==> src/rtl/fifo_wr_arbiter.sv <==
// fifo_wr_arbiter: round-robin burst arbiter sharing one FIFO write port among NUM_REQ producers
module fifo_wr_arbiter #(
  parameter int NUM_REQ    = 4,
  parameter int DATA_WIDTH = 8,
  parameter int MAX_BURST  = 4,
  parameter int CNT_WIDTH  = 16
) (
  input  logic                          w_clk,
  input  logic                          wrst,
  input  logic [NUM_REQ-1:0]            req_valid,
  input  logic [NUM_REQ*DATA_WIDTH-1:0] req_data,
  output logic [NUM_REQ-1:0]            req_ready,
  input  logic                          fifo_full,
  output logic                          wr_req,
  output logic [DATA_WIDTH-1:0]         data_in,
  output logic [$clog2(NUM_REQ)-1:0]    grant_id,
  output logic                          busy,
  output logic [CNT_WIDTH-1:0]          wr_count
);
  localparam int GW = $clog2(NUM_REQ);
  localparam int BW = $clog2(MAX_BURST + 1);
  typedef enum logic {ARB, BURST} state_t;
  state_t               state_q;
  logic [GW-1:0]        grant_q, last_q, win_d, idx;
  logic [BW-1:0]        bcnt_q;
  logic [CNT_WIDTH-1:0] cnt_q;
  logic                 any_d, xfer;
  always_comb begin
    win_d = '0;
    any_d = 1'b0;
    idx   = '0;
    for (int k = NUM_REQ; k >= 1; k--) begin
      idx = GW'((int'(last_q) + k) % NUM_REQ);
      if (req_valid[idx]) begin
        win_d = idx;
        any_d = 1'b1;
      end
    end
  end
  assign busy      = state_q == BURST;
  assign grant_id  = grant_q;
  assign wr_count  = cnt_q;
  assign xfer      = busy && req_valid[grant_q] && !fifo_full;
  assign wr_req    = xfer;
  assign req_ready = (busy && !fifo_full) ? NUM_REQ'(1) << grant_q : '0;
  assign data_in   = busy ? req_data[int'(grant_q)*DATA_WIDTH +: DATA_WIDTH] : '0;
  always_ff @(posedge w_clk) begin
    if (!wrst) begin
      state_q <= ARB;
      grant_q <= '0;
      last_q  <= GW'(NUM_REQ - 1);
      bcnt_q  <= '0;
      cnt_q   <= '0;
    end else if (state_q == ARB) begin
      if (any_d) begin
        grant_q <= win_d;
        bcnt_q  <= '0;
        state_q <= BURST;
      end
    end else if (xfer) begin
      cnt_q <= cnt_q + 1'b1;
      if (bcnt_q == BW'(MAX_BURST - 1)) begin
        last_q  <= grant_q;
        state_q <= ARB;
      end else begin
        bcnt_q <= bcnt_q + 1'b1;
      end
    end else if (!fifo_full) begin
      last_q  <= grant_q;
      state_q <= ARB;
    end
  end
endmodule

==> config.mk <==
export PLATFORM = sky130hd
export DESIGN_NAME = fifo_wr_arbiter
export DESIGN_NICKNAME = d
export VERILOG_FILES = /design/src/rtl/fifo_wr_arbiter.sv
export SDC_FILE = /design/constraint.sdc
export NUM_CORES = 1
export LEC_CHECK = 0
export CAP_MARGIN = 0
export CORE_MARGIN = 3
export CORE_UTILIZATION = 42
export DETAILED_ROUTE_END_ITERATION = 8
export PLACE_DENSITY_LB_ADDON = 0.25
export SLEW_MARGIN = 20
export SYNTH_ARGS = -nofsm -noshare
export SYNTH_HDL_FRONTEND = slang
export SYNTH_SLANG_ARGS = --single-unit
==> constraint.sdc <==
create_clock -name w_clk -period 2 [get_ports w_clk]
set_input_delay 0.5 -clock w_clk [delete_from_list [all_inputs] [get_ports w_clk]]
set_output_delay 0.5 -clock w_clk [all_outputs]
set_load 0.02 [all_outputs]
Yosys cells after proc, flatten, opt, wreduce, memory -nomap -nowiden

Index checks and enable logic that the tools add are counted.

Logic and storage cells: 65
Output and inout bits: 32
Register bits after elaboration: 24
Input port bits: 39

Shift operators: 2
Reduce and logical (&&, ||, !) cells: 9
Bitwise operators: 1
Multiplexer cells: 32
Magnitude comparators: 5
Add/sub/neg operators: 6
Equality and inequality tests: 5

Operators by type and width:

| cell                                               | number |
|---|---|
| variable part select 32 x 6 -> 8 bit               | 1 |
| adder 16 x 1 -> 16 bit, second input constant      | 1 |
| < comparator 2 x 3 -> 1 bit, second input constant | 5 |
| 2-to-1 mux 1 bit                                   | 14 |
| 2-to-1 mux 2 bit                                   | 7 |
| 2-to-1 mux 3 bit                                   | 4 |
| binary-select mux 1 bit (select 2 bit)             | 5 |
| 2-to-1 mux 8 bit                                   | 1 |
| AND reduction 3 bit                                | 2 |
| adder 2 x 1 -> 2 bit, second input constant        | 2 |
| adder 2 bit, second input constant                 | 2 |
| 2-to-1 mux 4 bit                                   | 1 |
| != test 2 x 1 -> 1 bit, second input constant      | 2 |
| != test 2 bit, second input constant               | 2 |
| AND reduction 2 bit                                | 2 |
| left shift 1 x 2 -> 4 bit, first input constant    | 1 |
| adder 3 x 1 -> 3 bit, second input constant        | 1 |
| == test 3 x 2 -> 1 bit, second input constant      | 1 |
| logical AND 1 bit                                  | 3 |
| nonzero test 2 bit                                 | 1 |
| logical NOT 1 bit                                  | 1 |
| NOT 1 bit                                          | 1 |

Depth between registers and ports, before layout

Depth after elaboration: 9
Gate-level depth with buffers: 7

Worst setup path after synthesis

No wires, ideal clock.

Path kind: register to output
Start: register grant_q[0], in the netlist grant_id[0]
End: output port data_in[0]
Path slack: -0.061 ns
Cell stages (with the launch flop): 4
Arrival time: 1.561 ns
Data required time: 1.500 ns
Path through: dfxtp_1 > buf_2 > mux4_2 > and2_1

Cells in the longest elaborated chain, start to end: 2

RTL lines:

| item                                 | line | text |
|---|---|---|
| start, declared                      | 24   | `logic [GW-1:0] grant_q, last_q, win_d, idx;` |
| start signal, assigned               | 56   | `grant_q <= win_d;` |
| variable part select 32 x 6 -> 8 bit | 46   | `assign data_in = busy ? req_data[int'(grant_q)*DATA_WIDTH +: DATA_WIDTH] : '0;` |
| 2-to-1 mux 8 bit                     | 46   |  |
| end, declared                        | 15   | `output logic [DATA_WIDTH-1:0] data_in,` |

Every way passes these cells.

Worst setup path after layout

Start: register grant_q[0], in the netlist grant_id[0]
End: output port data_in[3]

The elaborated chain is that of the path after synthesis.

==> results.md <==
- Layout area overhead: 70.21%
- Worst endpoint required time: roughly 1.5 ns
- Startpoint type of the worst setup path: flop
- Area of the mapped netlist: 0.001588 mm2
- Warnings, synthesis: 0
- Antenna diodes: 0
- Initial core utilization: 45.44%
- Hold violation total from the final report: 0
- Buffer levels on the longest clock path: 2
- Fraction of layout cells with a size suffix above 1: just over 30%
- Most frequent standard cell in the layout excluding fill and tap cells: sky130_fd_sc_hd__dlygate4sd2_1
- Min Hold Slack: around 0.47 ns
- Count of cell instances traversed by the critical path: 4
- Setup repair after global routing missed its margin: yes
- TritonCTS sink count: 24
- Leftover overflow at the end of global routing: 0
- Worst hold path class: reg2reg
- Gate count after technology mapping: between 150 and 200
- Core region area: around 0.0035 mm2
- Post-layout nets: between 300 and 400
- Period Utilization, post-route: 103.6%
- Violations in the final reports: setup timing
- Register-to-Register Path Depth: 7
- Leak pwr: about 1.0 nW
- End of the worst register-to-register path: wr_count[7]$_SDFFE_PN0P_
- Clock transition at the registers of the reported paths: around 0.080 ns
- Capture point of the critical path: data_in[3]
- Pin count of the biggest net entering global routing: 19
- Initial DRC Count: about 140
- Number of rows created at floorplan: 21
- Final critical-path setup slack: -0.07260 ns
- Slew at the pin closest to its max-slew limit: a little over 0.5 ns
- Clock tree from TritonCTS: yes
- Total number of vias: ~1.8k
- Clock root buffer master: sky130_fd_sc_hd__clkbuf_8
- Reg-to-reg startpoint: grant_id[0]$_SDFFE_PN0P_
- Final-report max-slew violation count: 0
- Total global routing track utilization: approximately 24%
- Buffers plus inverters on the worst setup path: 2
- Total CTS buffers: 3
- Pre-Repair DR Iteration Count: 4
- Remaining max-slew budget at the tightest pin: 65.72%
- Total setup violations reported at the end of the flow: 9
- # Max-Cap Violations: 0
- Number of buffers inserted by hold repair at cts: 0
- Kind of end point of the critical path: primary output
- Maximum fanout along the worst path: 6
- PnR Total Power: 0.001309 W
- Synthesized net count: roughly 220
- Initial antenna violation count: 0
- Flop2flop setup slack: 0 ns
- Sequential element share of the synthesized area: approximately 30%
- Average size of a mapped cell: ~9.1 um2
- Number of routed nets with antenna violations: 0
- H-tree Lvls: 1
- Standard cell with the maximum stage delay on the critical path: sky130_fd_sc_hd__mux4_2
- Worst slack at placement: -0.6039 ns
- Total Routed Length: between 5000 and 6000 um
- Max Clk Rate: 0.4825 GHz
- DRC viols: 0
- Critical setup path kind: reg2out
- Die area: roughly 0.0046 mm2
- Die height: 67.49 um
- Detailed-route wire length per cell: roughly 17 um
- Vias in the first global route: between 1.5k and 2k
- Worst setup path start: grant_id[0]$_SDFFE_PN0P_
- Number of I/O port buffers: 70
- Ratio of routed vias to standard cells: around 5.9
- Clock latency at the later pin of the worst-skew pair: approximately 0.27 ns
- Final estimated routing congestion in global placement: roughly 0.85
- Horizontal die dimension: roughly 67 um
- Critical Path, Cell by Cell: buf_12, mux4_2, and2_4, buf_6
- Number of synthesized flops with an enable pin: 0
- Clock Skews: between 0.004 and 0.005 ns
- Placed inst area: 0.002471 mm2
- Arrival time of data at the critical path endpoint: roughly 1.6 ns
- Min cycle time layout: 2.073 ns
- Placed wire-length estimate: 3749 um
- Async set or reset register ratio after synthesis: 0%
- Total I/O pin count: 71
- Number of different library cells in the post-synthesis netlist: 45
- Worst IR Drop VDD: roughly 0.00038 V
- Primary flip-flop cell chosen by synthesis mapping: sky130_fd_sc_hd__dfxtp_1
- Commonest non-fill, non-tap cells in the layout: sky130_fd_sc_hd__dlygate4sd2_1 (32), sky130_fd_sc_hd__buf_4 (24), sky130_fd_sc_hd__dfxtp_1 (23), sky130_fd_sc_hd__clkdlybuf4s50_1 (22), sky130_fd_sc_hd__a21oi_1 (14)
- Yosys reg bits: 24
- Highest cell delay on the worst timing path: around 0.5 ns
- Power per Cell Area: approximately 480 mW/mm2
- Global-route wire length before repair: 8397 um
- Final instance area: between 0.002 and 0.003 mm2
- Status: complete, but fails checks
- Largest delay share family, worst path: multiplexers
## worst min path at each step
stage / slack, ns / start / cells after the start / to
final: 0.47 / bcnt_q[2]$_SDFFE_PN0P_ / 2 / bcnt_q[2]$_SDFFE_PN0P_
after floorplan: 0.45 / bcnt_q[2]$_SDFFE_PN0P_ / 2 / bcnt_q[2]$_SDFFE_PN0P_
after global routing: 0.52 / bcnt_q[2]$_SDFFE_PN0P_ / 2 / bcnt_q[2]$_SDFFE_PN0P_
after CTS: 0.47 / bcnt_q[2]$_SDFFE_PN0P_ / 2 / bcnt_q[2]$_SDFFE_PN0P_
after global placement: 0.45 / bcnt_q[2]$_SDFFE_PN0P_ / 2 / bcnt_q[2]$_SDFFE_PN0P_
after detailed placement: 0.46 / bcnt_q[2]$_SDFFE_PN0P_ / 2 / bcnt_q[2]$_SDFFE_PN0P_
## cells by family (layout without fill, tap and decap cells)
| group | Yosys count | after routing | share of synthesized area, % |
|---|---|---|---|
| AO/OA/AOI/OAI | 45 | 48 | 19.70 |
| XOR/XNOR | 1 | 1 | 0.5517 |
| adder cells (fa/ha/maj) | 3 | 3 | 2.364 |
| buffers and inverters | 16 | 106 | 5.043 |
| flip-flops | 24 | 24 | 30.26 |
| multiplexers | 13 | 13 | 15.13 |
| AND/OR/NAND/NOR | 72 | 72 | 26.95 |
## layer usage
| layer | GRT usage [%] | part of all wire [%] | vias up | wire [um] |
|---|---|---|---|---|
| met3 | 4.326 | 4.7 | 12 | 253 |
| met2 | 40.58 | 51 | 62 | 2751 |
| met5 | 0 | 0 | - | 0 |
| li1 | - | - | 867 | - |
| met4 | 4.557 | 1.7 | 0 | 93 |
| met1 | 32.89 | 42 | 897 | 2273 |
## cells in the mapped netlist, types with 5 or more instances
library cell	n	area, um2
sky130_fd_sc_hd__dfxtp_1	24	480.5
sky130_fd_sc_hd__nand2_1	7	26.28
sky130_fd_sc_hd__o31ai_1	9	67.56
sky130_fd_sc_hd__a21oi_1	17	85.08
sky130_fd_sc_hd__inv_1	5	18.77
sky130_fd_sc_hd__mux4_2	8	180.2
sky130_fd_sc_hd__clkbuf_1	6	22.52
sky130_fd_sc_hd__and2_1	13	81.33
sky130_fd_sc_hd__or4_1	9	67.56
sky130_fd_sc_hd__nor2_1	9	33.78
sky130_fd_sc_hd__nand3_1	10	50.05
sky130_fd_sc_hd__o21ai_0	6	30.03
## layout make-up
type                            count  area, um2
Clock buffer                        4      55.05
Fill cell                         254      792.0
Inverter                            6      22.52
Multi-Input combinational cell    137       1184
Sequential cell                    24      484.2
Tap cell                           46      57.56
Timing Repair Buffer               96      899.6
## worst reg2reg max path, cell delays in order, from the launching register on
cell and delay [ns]:
sky130_fd_sc_hd__dfxtp_4 0.38, sky130_fd_sc_hd__buf_16 0.14, sky130_fd_sc_hd__buf_4 0.14, sky130_fd_sc_hd__buf_4 0.14
sky130_fd_sc_hd__and4bb_4 0.35, sky130_fd_sc_hd__a32oi_4 0.10, sky130_fd_sc_hd__or4_1 0.49, sky130_fd_sc_hd__a21oi_1 0.20
## what timing repair did
item | 4_1_cts | 5_1_grt
buffers inserted | 2 | 2
pin swaps | 10 | 12
cloned | 3 | 1
endpoints found under the hold margin | 0 | 0
setup endpoints to repair | 27 | 29
resized for setup | 113 | 23
## stage by stage
stage / cells / util [%] / TNS (ns)
2_1_floorplan: 174 / - / 0
3_3_place_gp: 301 / 70.71 / -13.45
3_5_place_dp: 301 / 70.71 / -14.85
4_1_cts: 310 / 74.44 / -0.4520
5_1_grt: 313 / 77.34 / -0.9657
6_report: 313 / 77.34 / -0.4202
## state kept, by name, summed over array words and instances, names as in the netlist
name	count
wr_count	16
bcnt_q	3
grant_id	2
last_q	2
busy	1
## power by group
group | switching [W] | internal (W)
sequential | 0.0000150 | 0.000492
clock | 0.000155 | 0.000176
combinational | 0.000204 | 0.000267
Note: power is estimated with default switching activity, not from simulation.
